$ cat config.mk
export PLATFORM = sky130hd
export DESIGN_NAME = pc_fetch_unit
export DESIGN_NICKNAME = d
export VERILOG_FILES = /design/src/rtl/pc_fetch_unit.sv
export SDC_FILE = /design/constraint.sdc
export NUM_CORES = 1
export LEC_CHECK = 0
export BUFFER_PORTS_ARGS = -buffer_cell sky130_fd_sc_hd__clkbuf_2
export CAP_MARGIN = 20
export CORE_MARGIN = 4
export CORE_UTILIZATION = 46
export DETAILED_ROUTE_END_ITERATION = 8
export GPL_TIMING_DRIVEN = 0
export PLACE_DENSITY = 0.93
export SLEW_MARGIN = 25
export SYNTH_ARGS = -nofsm -noshare
export SYNTH_HDL_FRONTEND = slang
export SYNTH_SLANG_ARGS = --single-unit
$ cat constraint.sdc
create_clock -name clk -period 2.46 [get_ports clk]
set_input_delay 0.369 -clock clk [delete_from_list [all_inputs] [get_ports clk]]
set_output_delay 0.369 -clock clk [all_outputs]
set_load 0.01 [all_outputs]
$ cat src/rtl/pc_fetch_unit.sv
// pc_fetch_unit: program-counter register and next-PC selection for the
// single-cycle MIPS datapath. Owns the supervisor bit PC[31], the pending
// interrupt latch and the fetch-stall hold.
//
// Ports:
//   clk, reset      - clock; synchronous active-high reset
//   PCSrc           - next-PC select: 0 PC+4, 1 branch, 2 jump, 3 jump-register
//   BranchTaken     - branch condition, used only when PCSrc==1
//   ConBA           - branch target from the extension stage
//   JT              - 26-bit jump field
//   DatabusA        - rs value for jr/jalr
//   Exc             - illegal/undefined instruction this cycle
//   IRQ             - level interrupt request
//   Stall           - instruction memory not ready; hold PC
//   PC, PCplus4     - current address and its sequential successor
//   IntTaken        - this cycle redirects to ILLOP_PC
//   ExcTaken        - this cycle redirects to XADR_PC
//   EPC             - return address for $k0 on a redirect
module pc_fetch_unit #(
    parameter logic [31:0] RESET_PC = 32'h8000_0000,
    parameter logic [31:0] ILLOP_PC = 32'h8000_0004,
    parameter logic [31:0] XADR_PC  = 32'h8000_0008
) (
    input  logic        clk,
    input  logic        reset,
    input  logic [1:0]  PCSrc,
    input  logic        BranchTaken,
    input  logic [31:0] ConBA,
    input  logic [25:0] JT,
    input  logic [31:0] DatabusA,
    input  logic        Exc,
    input  logic        IRQ,
    input  logic        Stall,
    output logic [31:0] PC,
    output logic [31:0] PCplus4,
    output logic        IntTaken,
    output logic        ExcTaken,
    output logic [31:0] EPC
);

    logic [31:0] pc_q;
    logic [31:0] pc_d;
    logic        irq_pend_q;
    logic        irq_pend_d;
    logic        kernel;

    assign PC      = pc_q;
    assign kernel  = pc_q[31];
    // Carry out of bit 30 is dropped so sequential fetch never changes mode.
    assign PCplus4 = {pc_q[31], pc_q[30:0] + 31'd4};

    assign ExcTaken = Exc & ~Stall;
    // Interrupts are masked in kernel mode and lose to a concurrent exception.
    assign IntTaken = irq_pend_q & ~kernel & ~Exc & ~Stall;
    assign EPC      = ExcTaken ? PCplus4 : pc_q;

    always_comb begin
        pc_d = PCplus4;
        if (Stall) begin
            pc_d = pc_q;
        end else if (ExcTaken) begin
            pc_d = XADR_PC;
        end else if (IntTaken) begin
            pc_d = ILLOP_PC;
        end else begin
            unique case (PCSrc)
                2'd0: pc_d = PCplus4;
                2'd1: pc_d = BranchTaken ? {pc_q[31], ConBA[30:0]} : PCplus4;
                2'd2: pc_d = {pc_q[31], PCplus4[30:28], JT, 2'b00};
                // jr may drop to user mode but can never raise privilege.
                2'd3: pc_d = {pc_q[31] & DatabusA[31], DatabusA[30:0]};
                default: pc_d = PCplus4;
            endcase
        end
    end

    // A new request on the taking edge re-pends the interrupt.
    assign irq_pend_d = IRQ | (irq_pend_q & ~IntTaken);

    always_ff @(posedge clk) begin
        if (reset) begin
            pc_q       <= RESET_PC;
            irq_pend_q <= 1'b0;
        end else begin
            pc_q       <= pc_d;
            irq_pend_q <= irq_pend_d;
        end
    end

endmodule

# Yosys cells after proc, flatten, opt, wreduce, memory -nomap -nowiden
# Index checks and enable logic that the tools add are counted.
# word_totals
ff_bits	33
out_inout_bits	98
# op_classes
add_sub_neg	1
eq_ne	6
mux	5
bitwise_logic	11
reduce_logical	2
# op_table
op	count
$pmux 32 s4	1
$mux 32	2
$mux 31	2
$add 31x3->31 const B	1
$ne 3x3->1 const B	3
$and 1x1->1	6
$eq 2x2->1 const B	2
$not 1->1	4
$reduce_and 4->1	1
$eq 2x1->1 const B	1
$logic_not 2->1	1
$or 1x1->1	1

# Longest topological paths before layout
# Gate-level depths: netlist (run 1).
# depth
ltp_word	7
ltp_mapped	8
depth_no_buf	7

# Least setup slack after synthesis (run 1)
# No wires, ideal clock.
# synth_path
path_kind	flip-flop to output port
from	register pc_q[6], in the netlist PC[6]
to	output EPC[21]
t_arrival_ps	1792
t_required_ps	2091
path_slack_ps	299
path_stages_with_launch	9
n_path_buf	3
cell_sequence	dfxtp_1 -> buf_2 -> and3_1 -> buf_6 -> nand2_4 -> or3_1 -> buf_6 -> nor3_1 -> xor2_1
# synth_via
elab_chain_len	2
# synth_rtl
element	line_no	text
start: declaration	41	logic [31:0] pc_q;
start signal: assignment	85	pc_q <= pc_d;
$add 31x3->31	50	assign PCplus4 = {pc_q[31], pc_q[30:0] + 31'd4};
$mux 31	55	assign EPC = ExcTaken ? PCplus4 : pc_q;
end: declaration	38	output logic [31:0] EPC
# Every way passes these cells.

# Final worst setup path (run 1)
# layout_path
from	register pc_q[2], in the netlist PC[2]
to	output EPC[25]
# Same word-level chain as after synthesis.

==> results of run 1 <==
[sequential cells by signal, indices dropped and copies added, names as in the netlist]
name	cells
irq_pend_q	1
PC	32
[stage by stage]
step	worst slack, ns	TNS [ns]
3_5_place_dp	-0.240	-2.94
4_1_cts	-0.00833	-0.00833
6_report	0.0204	0
5_1_grt	-0.0765	-0.252
2_1_floorplan	0.299	0
3_3_place_gp	-0.158	-2.16
[synthesized netlist by cell type, types with 3 or more instances]
cell       number  share of area
o32ai_1         5          0.012
dfxtp_1        33           0.18
mux2i_1        23          0.064
a21oi_1         9          0.013
and3_1          8          0.014
or4_1           4         0.0084
a21o_1          3         0.0063
xor2_1         22          0.054
or2_2           4         0.0070
o311ai_0        4         0.0098
nand2_1        57          0.060
buf_2          17          0.024
a2bb2oi_1       4         0.0098
a22o_1          5          0.012
a32oi_1         4         0.0098
nand3_1        24          0.034
o21ai_0        28          0.039
nand2b_1        3         0.0052
and2_1          3         0.0052
clkbuf_1       17          0.018
nor4_1          4         0.0070
a221oi_1        9          0.022
a21boi_0        3         0.0063
a22oi_1         3         0.0063
buf_1           5         0.0052
a31oi_1         8          0.014
a211oi_1        6          0.013
nor2_1         35          0.037
nor2b_1         4         0.0070
mux2_2          7          0.022
nand4_1        12          0.021
and3_2          4         0.0084
buf_4           9          0.019
nor3_1          9          0.013
buf_6           6          0.019
inv_1          14          0.015
xnor2_1        30          0.073
and4_1          3         0.0073
[final timing paths]
kind         slack [ns]                   from  cells past startpoint                    end
max                0.02     PC[2]$_SDFFE_PP0N_                      8                EPC[25]
max reg2reg        0.27    PC[31]$_SDFFE_PP1P_                      6    PC[23]$_SDFFE_PP0N_
min                0.31                    IRQ                      3  irq_pend_q$_SDFF_PP0_
min reg2reg        0.53  irq_pend_q$_SDFF_PP0_                      2  irq_pend_q$_SDFF_PP0_
[routing by layer]
layer | up-vias | wire length [um] | part of all wire
met4 | 0 | 561 | 0.035
met3 | 49 | 1910 | 0.12
met5 | - | 0 | 0
met2 | 361 | 7550 | 0.47
li1 | 2201 | - | -
met1 | 2248 | 6070 | 0.38
[logic make-up after synthesis]
| kind of cell | count (synthesis) | share of synthesized area |
|---|---|---|
| adders and majority gates | 2 | 0.00699 |
| and+or+nand+nor | 185 | 0.261 |
| AOI/OAI and AO/OA | 114 | 0.232 |
| buffers and inverters | 70 | 0.102 |
| DFF | 33 | 0.185 |
| xor gates and xnor gates | 52 | 0.127 |
| muxes | 30 | 0.0863 |
[what timing repair did]
action / 4_1_cts / 5_1_grt
endpoints found under the setup margin: 38 / 19
resized for setup: 52 / 24
setup buffers: 13 / 15
pin swaps: 4 / 11
[worst max-delay path: cells and delay by family (launching register included)]
kind                   cells  cell delay [ns]
flip-flops                 1             0.40
AND/OR/NAND/NOR            4             0.80
buffers and inverters      3             0.41
XOR/XNOR                   1             0.16
[area by class of cell]
class                      count  share of cell area
buffer                        50              0.0621
clock buffer                   7              0.0166
clock inverter                 1             0.00577
inverter                      14              0.0108
multi-input combinational    383               0.523
sequential                    33               0.133
tap                           99              0.0238
timing repair buffer         220               0.225
[power by group through the flow]
stage / registers (mW) / clock network [mW] / logic, mW
2_1_floorplan: 0.596 / 0 / 0.283
3_3_place_gp: 0.590 / 0 / 0.510
3_5_place_dp: 0.592 / 0 / 0.518
4_1_cts: 0.583 / 0.556 / 0.538
5_1_grt: 0.587 / 0.582 / 0.592
6_report: 0.584 / 0.558 / 0.554
==> flow_metrics.tcl, run 1 <==
set metrics [dict create \
    nFillCells 650 \
    routabilityCongestion 0.921 \
    io_buffers 192 \
    first_global_vias 4657 \
    detail_route.wl_per_cell_um 19.9 \
    hold_buffers 0 \
    critPathMaxFanout 6 \
    fmax_mhz 410 \
    syn_area_um2 3580 \
    dp_cells 777 \
    gr-usage-met2 0.564 \
    clockRootBuffer "clkbuf_8" \
    finish.utilization 0.702 \
    clk_latency_ns 0.29 \
    crit_type "flop to output pin" \
    clkPwrFrac 0.329 \
    grt-ovfl-total 0 \
    top_level_ports 196 \
    seq_area_frac_synth 0.185 \
    final_nets 807 \
    dp_hpwl_um 12200 \
    regArea_um2 692 \
    fin_worst_skew_ns 0.00971 \
    grt-busiest-layer "met2" \
    worst_pin_slew_ns 0.876 \
    multi_input_area_um2 2720 \
    area_delta_synth_final_pct 45.3 \
    ir_worst_vdd_mv 0.236 \
    ant_nets 0 \
    drive_gt1_frac 0.458 \
    cp_cell_sequence "and4_1, buf_6, buf_4, and3_2, nand3_1, nor2_1, xor2_1, clkbuf_2" \
    rsz0062_at_grt "true" \
    final_cell_mix "192 x clkbuf_2, 56 x nand2_1, 35 x buf_4, 30 x nor2_1, 29 x xnor2_1" \
    seq_power_share 0.344 \
    grt_max_degree 11 \
    clkTransAtPathRegs_ns 0.07 \
    async_flop_share 0 \
    startpoint_type "flop" \
    die-area_um2 9260 \
    grt_pass1_wl_um 23700 \
    max_stage_delay_ns 0.40 \
    synth_seq_cells 33 \
    dr.pass1.iters 6 \
    drc 0 \
    cp.required_ns 2.09 \
    vias 4859 \
    use_met1 0.417 \
    power_switching_uw 569 \
    arrival_ns 2.07 \
    p_int_mw 1.13 \
    p_leak_nw 2.55 \
    worst_setup_path_end_kind "output pin" \
    track_usage 0.335 \
    start_util 0.483 \
    core_um2 7410 \
    antenna_cells 0 \
    drt_iter0_drc 449 \
    numCtsBuffers 5 \
    cap_violations 0 \
    layout_commonest_cell "clkbuf_2" \
    synthCells 486 \
    slew_headroom 0.409 \
    dpl_cell_area_um2 4660 \
    period_minus_slack_ns 2.44 \
    swShare 0.336 \
    synth-edff-count 0 \
    cts_tree "built" \
    cts.htree.levels 2 \
    use_met3 0.0586 \
    fin_cells 807 \
    syn-num-nets 586 \
    avgSynthCellArea_um2 7.37 \
    synth.distinct_cells 68 \
    whs_ns 0.308 \
    p_comb_frac 0.327 \
    dieWidth_um 96.2 \
    p_per_area_nw_per_um2 326 \
    finalMaxSlewViolations 0 \
    fin_area_um2 5200 \
    power.total_mw 1.70 \
    die_h_um 96.2 \
    ys_warn_count 0 \
    finalHoldViolCount 0 \
    cts_sinks 33 \
    setup_viol 0 \
    vias_per_cell 6.02 \
    antenna_found_initial 0 \
    period_share 0.992 \
    cp_slowest_cell "dfxtp_4" \
    clock_path_buffers 2 \
    routed_wl_um 16100 \
    dominantRegCellSynth "dfxtp_1" \
    core.rowCount 31 \
    hp-class "input port to flop" \
    status "finished, final reports clean" \
]
(Power assumes the default switching activity.)
==> inputs of run 2 (changes only) <==
- CORE_UTILIZATION: 46 -> 35
- PLACE_DENSITY: 0.93 -> 0.76
==> run 2 against run 1 <==
Compared with the run above: sequential power about the same; combinational power rose by 0.9%; clock power down 22%; power fell by 6.8%; clock skew grew 0.0017 ns; first-iteration DRC count is 6.5% lower; sequential cell count did not move; largest power group unchanged; routed wire length grew 3.6%; global-route usage is 6.2 points lower; final cell count rose by 3.5%; non-clock buffer count fell by 6.
==> flow_metrics.tcl, run 2 (synthesis gave the netlist of run 1 again) <==
set metrics [dict create \
    numCtsBuffers 5 \
    status "finished, final reports clean" \
    top_level_ports 196 \
    critPathMaxFanout 7 \
    rsz0062_at_grt "true" \
    routed.top_layer "met4" \
    fmax_mhz 418 \
    whs_ns 0.293 \
    cts.htree.levels 2 \
    crit_type "flop to output pin" \
    cp.required_ns 2.09 \
    first_global_vias 4625 \
    grt_max_degree 12 \
    io_buffers 192 \
    clock_path_buffers 2 \
    slew_headroom 0.420 \
    worst_setup_path_end_kind "output pin" \
    layout_commonest_cell "clkbuf_2" \
    vias 4714 \
    finalMaxSlewViolations 0 \
    track_usage 0.273 \
    p_leak_nw 2.54 \
    detail_route.wl_per_cell_um 20.0 \
    antenna_cells 0 \
    cts_sinks 33 \
    clkTransAtPathRegs_ns 0.09 \
    grt_pass1_wl_um 25000 \
    area_delta_synth_final_pct 45.8 \
    vias_per_cell 5.65 \
    final_cell_mix "192 x clkbuf_2, 56 x nand2_1, 30 x xnor2_1, 30 x nor2_1" \
    ant_nets 0 \
    drive_gt1_frac 0.456 \
    dp_cells 811 \
    dieWidth_um 109 \
    largest_register_ffs 32 \
    start_util 0.363 \
    fin_cells 835 \
    drt_iter0_drc 420 \
    worst_pin_slew_ns 0.859 \
    period_minus_slack_ns 2.39 \
    period_share 0.973 \
    hp-class "input port to flop" \
    clockRootBuffer "clkbuf_8" \
    dr.pass1.iters 5 \
    core_um2 9860 \
    routed_wl_um 16700 \
    fin_worst_skew_ns 0.0114 \
    startpoint_type "flop" \
    ir_worst_vdd_mv 0.174 \
    die_h_um 109 \
    ff2ff_setup_slack_ns 0.34 \
    p_per_area_nw_per_um2 303 \
    cts_tree "built" \
    arrival_ns 2.03 \
    final_nets 801 \
    antenna_found_initial 0 \
    grt-ovfl-total 0 \
    finalHoldViolCount 0 \
    drc 0 \
    dp_hpwl_um 12800 \
    die-area_um2 11900 \
    cap_violations 0 \
    clk_latency_ns 0.30 \
    met3_length_um 1540 \
    wirelength_met1_um 6790 \
    setup_viol 0 \
    routabilityCongestion 0.900 \
    core.rowCount 36 \
    wl_met2_um 8020 \
]
[run 2: worst max-delay path, stage by stage (launching register included)]
cell     delay (ns)
dfxtp_2        0.34
buf_6          0.12
and3_4         0.18
buf_6          0.14
nand2_8        0.05
or3_4          0.43
nor3_4         0.15
xor2_1         0.17
buf_2          0.15
[run 2: per-layer routing]
layer | track usage | vias up
li1 | - | 2194
met1 | 0.354 | 2198
met2 | 0.472 | 289
met3 | 0.0420 | 33
met4 | 0.0703 | 0
met5 | 0 | -
[run 2: power breakdown]
part           switching [mW]  total [mW]  internal, mW
combinational           0.317       0.559         0.243
sequential             0.0280       0.584         0.556
clock                   0.240       0.437         0.197
total                   0.585        1.58         0.995
[run 2: metrics by stage]
stage	worst slack [ns]	utilization	TNS, ns	total power [mW]	cell area [um2]
after CTS	-0.0511	0.502	-0.155	1.55	4950
after global routing	-0.0277	0.529	-0.0951	1.65	5220
final	0.0654	0.529	0	1.58	5220
after detailed placement	-0.333	0.477	-4.51	1.12	4710
after global placement	-0.264	0.477	-3.50	1.11	4710
after floorplan	0.299	-	0	0.878	3580
[run 2: final timing paths]
path / startpoint / end / depth (start not counted)
max: PC[7]$_SDFFE_PP0N_ / EPC[21] / 8
min: IRQ / irq_pend_q$_SDFF_PP0_ / 3
max reg2reg: PC[31]$_SDFFE_PP1P_ / PC[11]$_SDFFE_PP0N_ / 6
min reg2reg: irq_pend_q$_SDFF_PP0_ / irq_pend_q$_SDFF_PP0_ / 2
[run 2: layout make-up]
type	count	area (um2)
Fill cell	1002	4650
Multi-Input combinational cell	383	2760
Timing Repair Buffer	214	1140
Sequential cell	33	688
Buffer	50	328
Tap cell	133	166
Clock buffer	6	72.6
Inverter	14	52.6
Clock inverter	2	10.0
[run 2: what timing repair did]
action | CTS | global route
endpoints found under the setup margin | 35 | 29
gates resized for setup | 38 | 51
buffers inserted | 6 | 16
pin swaps | 4 | 10
hold buffers | 0 | 0
==> inputs of run 3 (changes only) <==
- PLACE_DENSITY: 0.76 -> 0.65
==> run 3 against run 2 <==
Compared with the run above: die area is the same; sequential power about the same; critical path type unchanged; sequential cell count unchanged; largest cell class unchanged; highest routed layer unchanged; combinational power up 2%; critical path depth is the same; worst hold slack improved by 0.0061 ns; routed wire length fell by 0.61%; clock skew shrank 0.0029 ns; non-clock buffer count grew 22.
==> flow_metrics.tcl, run 3 (synthesis gave the netlist of run 1 again) <==
set metrics [dict create \
    numCtsBuffers 5 \
    p_per_area_nw_per_um2 296 \
    power.total_mw 1.59 \
    detail_route.wl_per_cell_um 19.3 \
    startpoint "PC[5]$_SDFFE_PP0N_" \
    routabilityCongestion 0.919 \
    dr.pass1.iters 6 \
    finalMaxSlewViolations 0 \
    setup_viol 0 \
    dieWidth_um 109 \
    ir_worst_vdd_mv 0.221 \
    fin_worst_skew_ns 0.00854 \
    clock_path_buffers 2 \
    drt_iter0_drc 385 \
    finalHoldViolCount 0 \
    hp-class "input port to flop" \
    first_global_vias 4482 \
    ant_nets 0 \
    start_util 0.363 \
    top_level_ports 196 \
    period_minus_slack_ns 2.41 \
    drive_gt1_frac 0.477 \
    critPathMaxFanout 6 \
    arrival_ns 2.04 \
    track_usage 0.261 \
    cts.htree.levels 2 \
    fin_area_um2 5380 \
    worst_setup_path_end_kind "output pin" \
    die-area_um2 11900 \
    final_nets 823 \
    io_buffers 192 \
    grt_max_degree 11 \
    worst_pin_slew_ns 0.743 \
    clkTransAtPathRegs_ns 0.08 \
    grt-ovfl-total 0 \
    die_h_um 109 \
    clk_latency_ns 0.30 \
    antenna_found_initial 0 \
    rsz0062_at_grt "true" \
    vias_per_cell 5.63 \
    final_cell_mix "189 x clkbuf_2, 56 x nand2_1, 47 x buf_4, 30 x nor2_1, 29 x xnor2_1" \
    dpl_cell_area_um2 4710 \
    cts_tree "built" \
    cp.required_ns 2.09 \
    area_delta_synth_final_pct 50.2 \
    vias 4825 \
    fmax_mhz 415 \
    cap_violations 0 \
    nFillCells 992 \
    r2r-start "PC[2]$_SDFFE_PP0N_" \
    min_from "IRQ" \
    clockRootBuffer "clkbuf_8" \
    startpoint_type "flop" \
    dp_hpwl_um 12600 \
    crit_type "flop to output pin" \
    routed_wl_um 16600 \
    regArea_um2 693 \
    core.rowCount 36 \
    antenna_cells 0 \
    p_leak_nw 2.68 \
    layout_commonest_cell "clkbuf_2" \
    period_share 0.980 \
    largest_register_ffs 32 \
    finish.utilization 0.545 \
    status "finished, final reports clean" \
    multi_input_area_um2 2730 \
    drc 0 \
    cts_sinks 33 \
    core_um2 9860 \
    slew_headroom 0.498 \
    grt_pass1_wl_um 23700 \
]
==> run 3: final timing paths <==
| check | end | cells after the start | slack, ns |
|---|---|---|---|
| setup / recovery | EPC[21] | 8 | 0.05 |
| hold / removal | irq_pend_q$_SDFF_PP0_ | 3 | 0.30 |
| setup reg to reg | PC[30]$_SDFFE_PP0N_ | 7 | 0.44 |
| hold reg to reg | irq_pend_q$_SDFF_PP0_ | 2 | 0.52 |
==> run 3: layer usage <==
metal	global-route usage	share of wire
met1	0.339	0.40
met2	0.435	0.48
met3	0.0503	0.095
met4	0.0830	0.025
met5	0	0
==> run 3: metrics by stage <==
step,worst slack (ns),cells,hold WS [ns],TNS (ns)
final,0.0481,857,0.299,0
after global routing,-0.0454,857,0.332,-0.123
after CTS,-0.0823,826,0.294,-0.412
after detailed placement,-0.325,811,0.500,-3.67
after global placement,-0.329,811,0.482,-3.35
after floorplan,0.299,486,0.466,0
==> run 3: repair_timing <==
action,in CTS,in global routing
setup buffers,9,33
hold endpoints to repair,0,0
resized for setup,37,54
hold buffers,0,0
pin swaps,4,12
endpoints found under the setup margin,38,25
==> run 3: critical path, cell delays in order, from the launching register on <==
cell and delay [ns]:
dfxtp_2 0.34, buf_6 0.12, and4_4 0.30, nand2_4 0.07, or3_4 0.32, buf_6 0.15, nor3_4 0.16, xor2_1 0.14
buf_2 0.14
==> run 3: final cells by class <==
| cell class | instances | share of cell area |
|---|---|---|
| clock buffer | 6 | 0.0135 |
| inverter | 14 | 0.0105 |
| clock inverter | 2 | 0.00186 |
| buffer | 52 | 0.0663 |
| sequential | 33 | 0.129 |
| tap | 133 | 0.0310 |
| timing repair buffer | 234 | 0.240 |
| multi-input combinational | 383 | 0.508 |
==> run 3: power breakdown <==
group	switching (mW)	total (mW)	internal, mW
registers	0.0287	0.585	0.556
clock network	0.240	0.437	0.197
logic	0.317	0.570	0.253
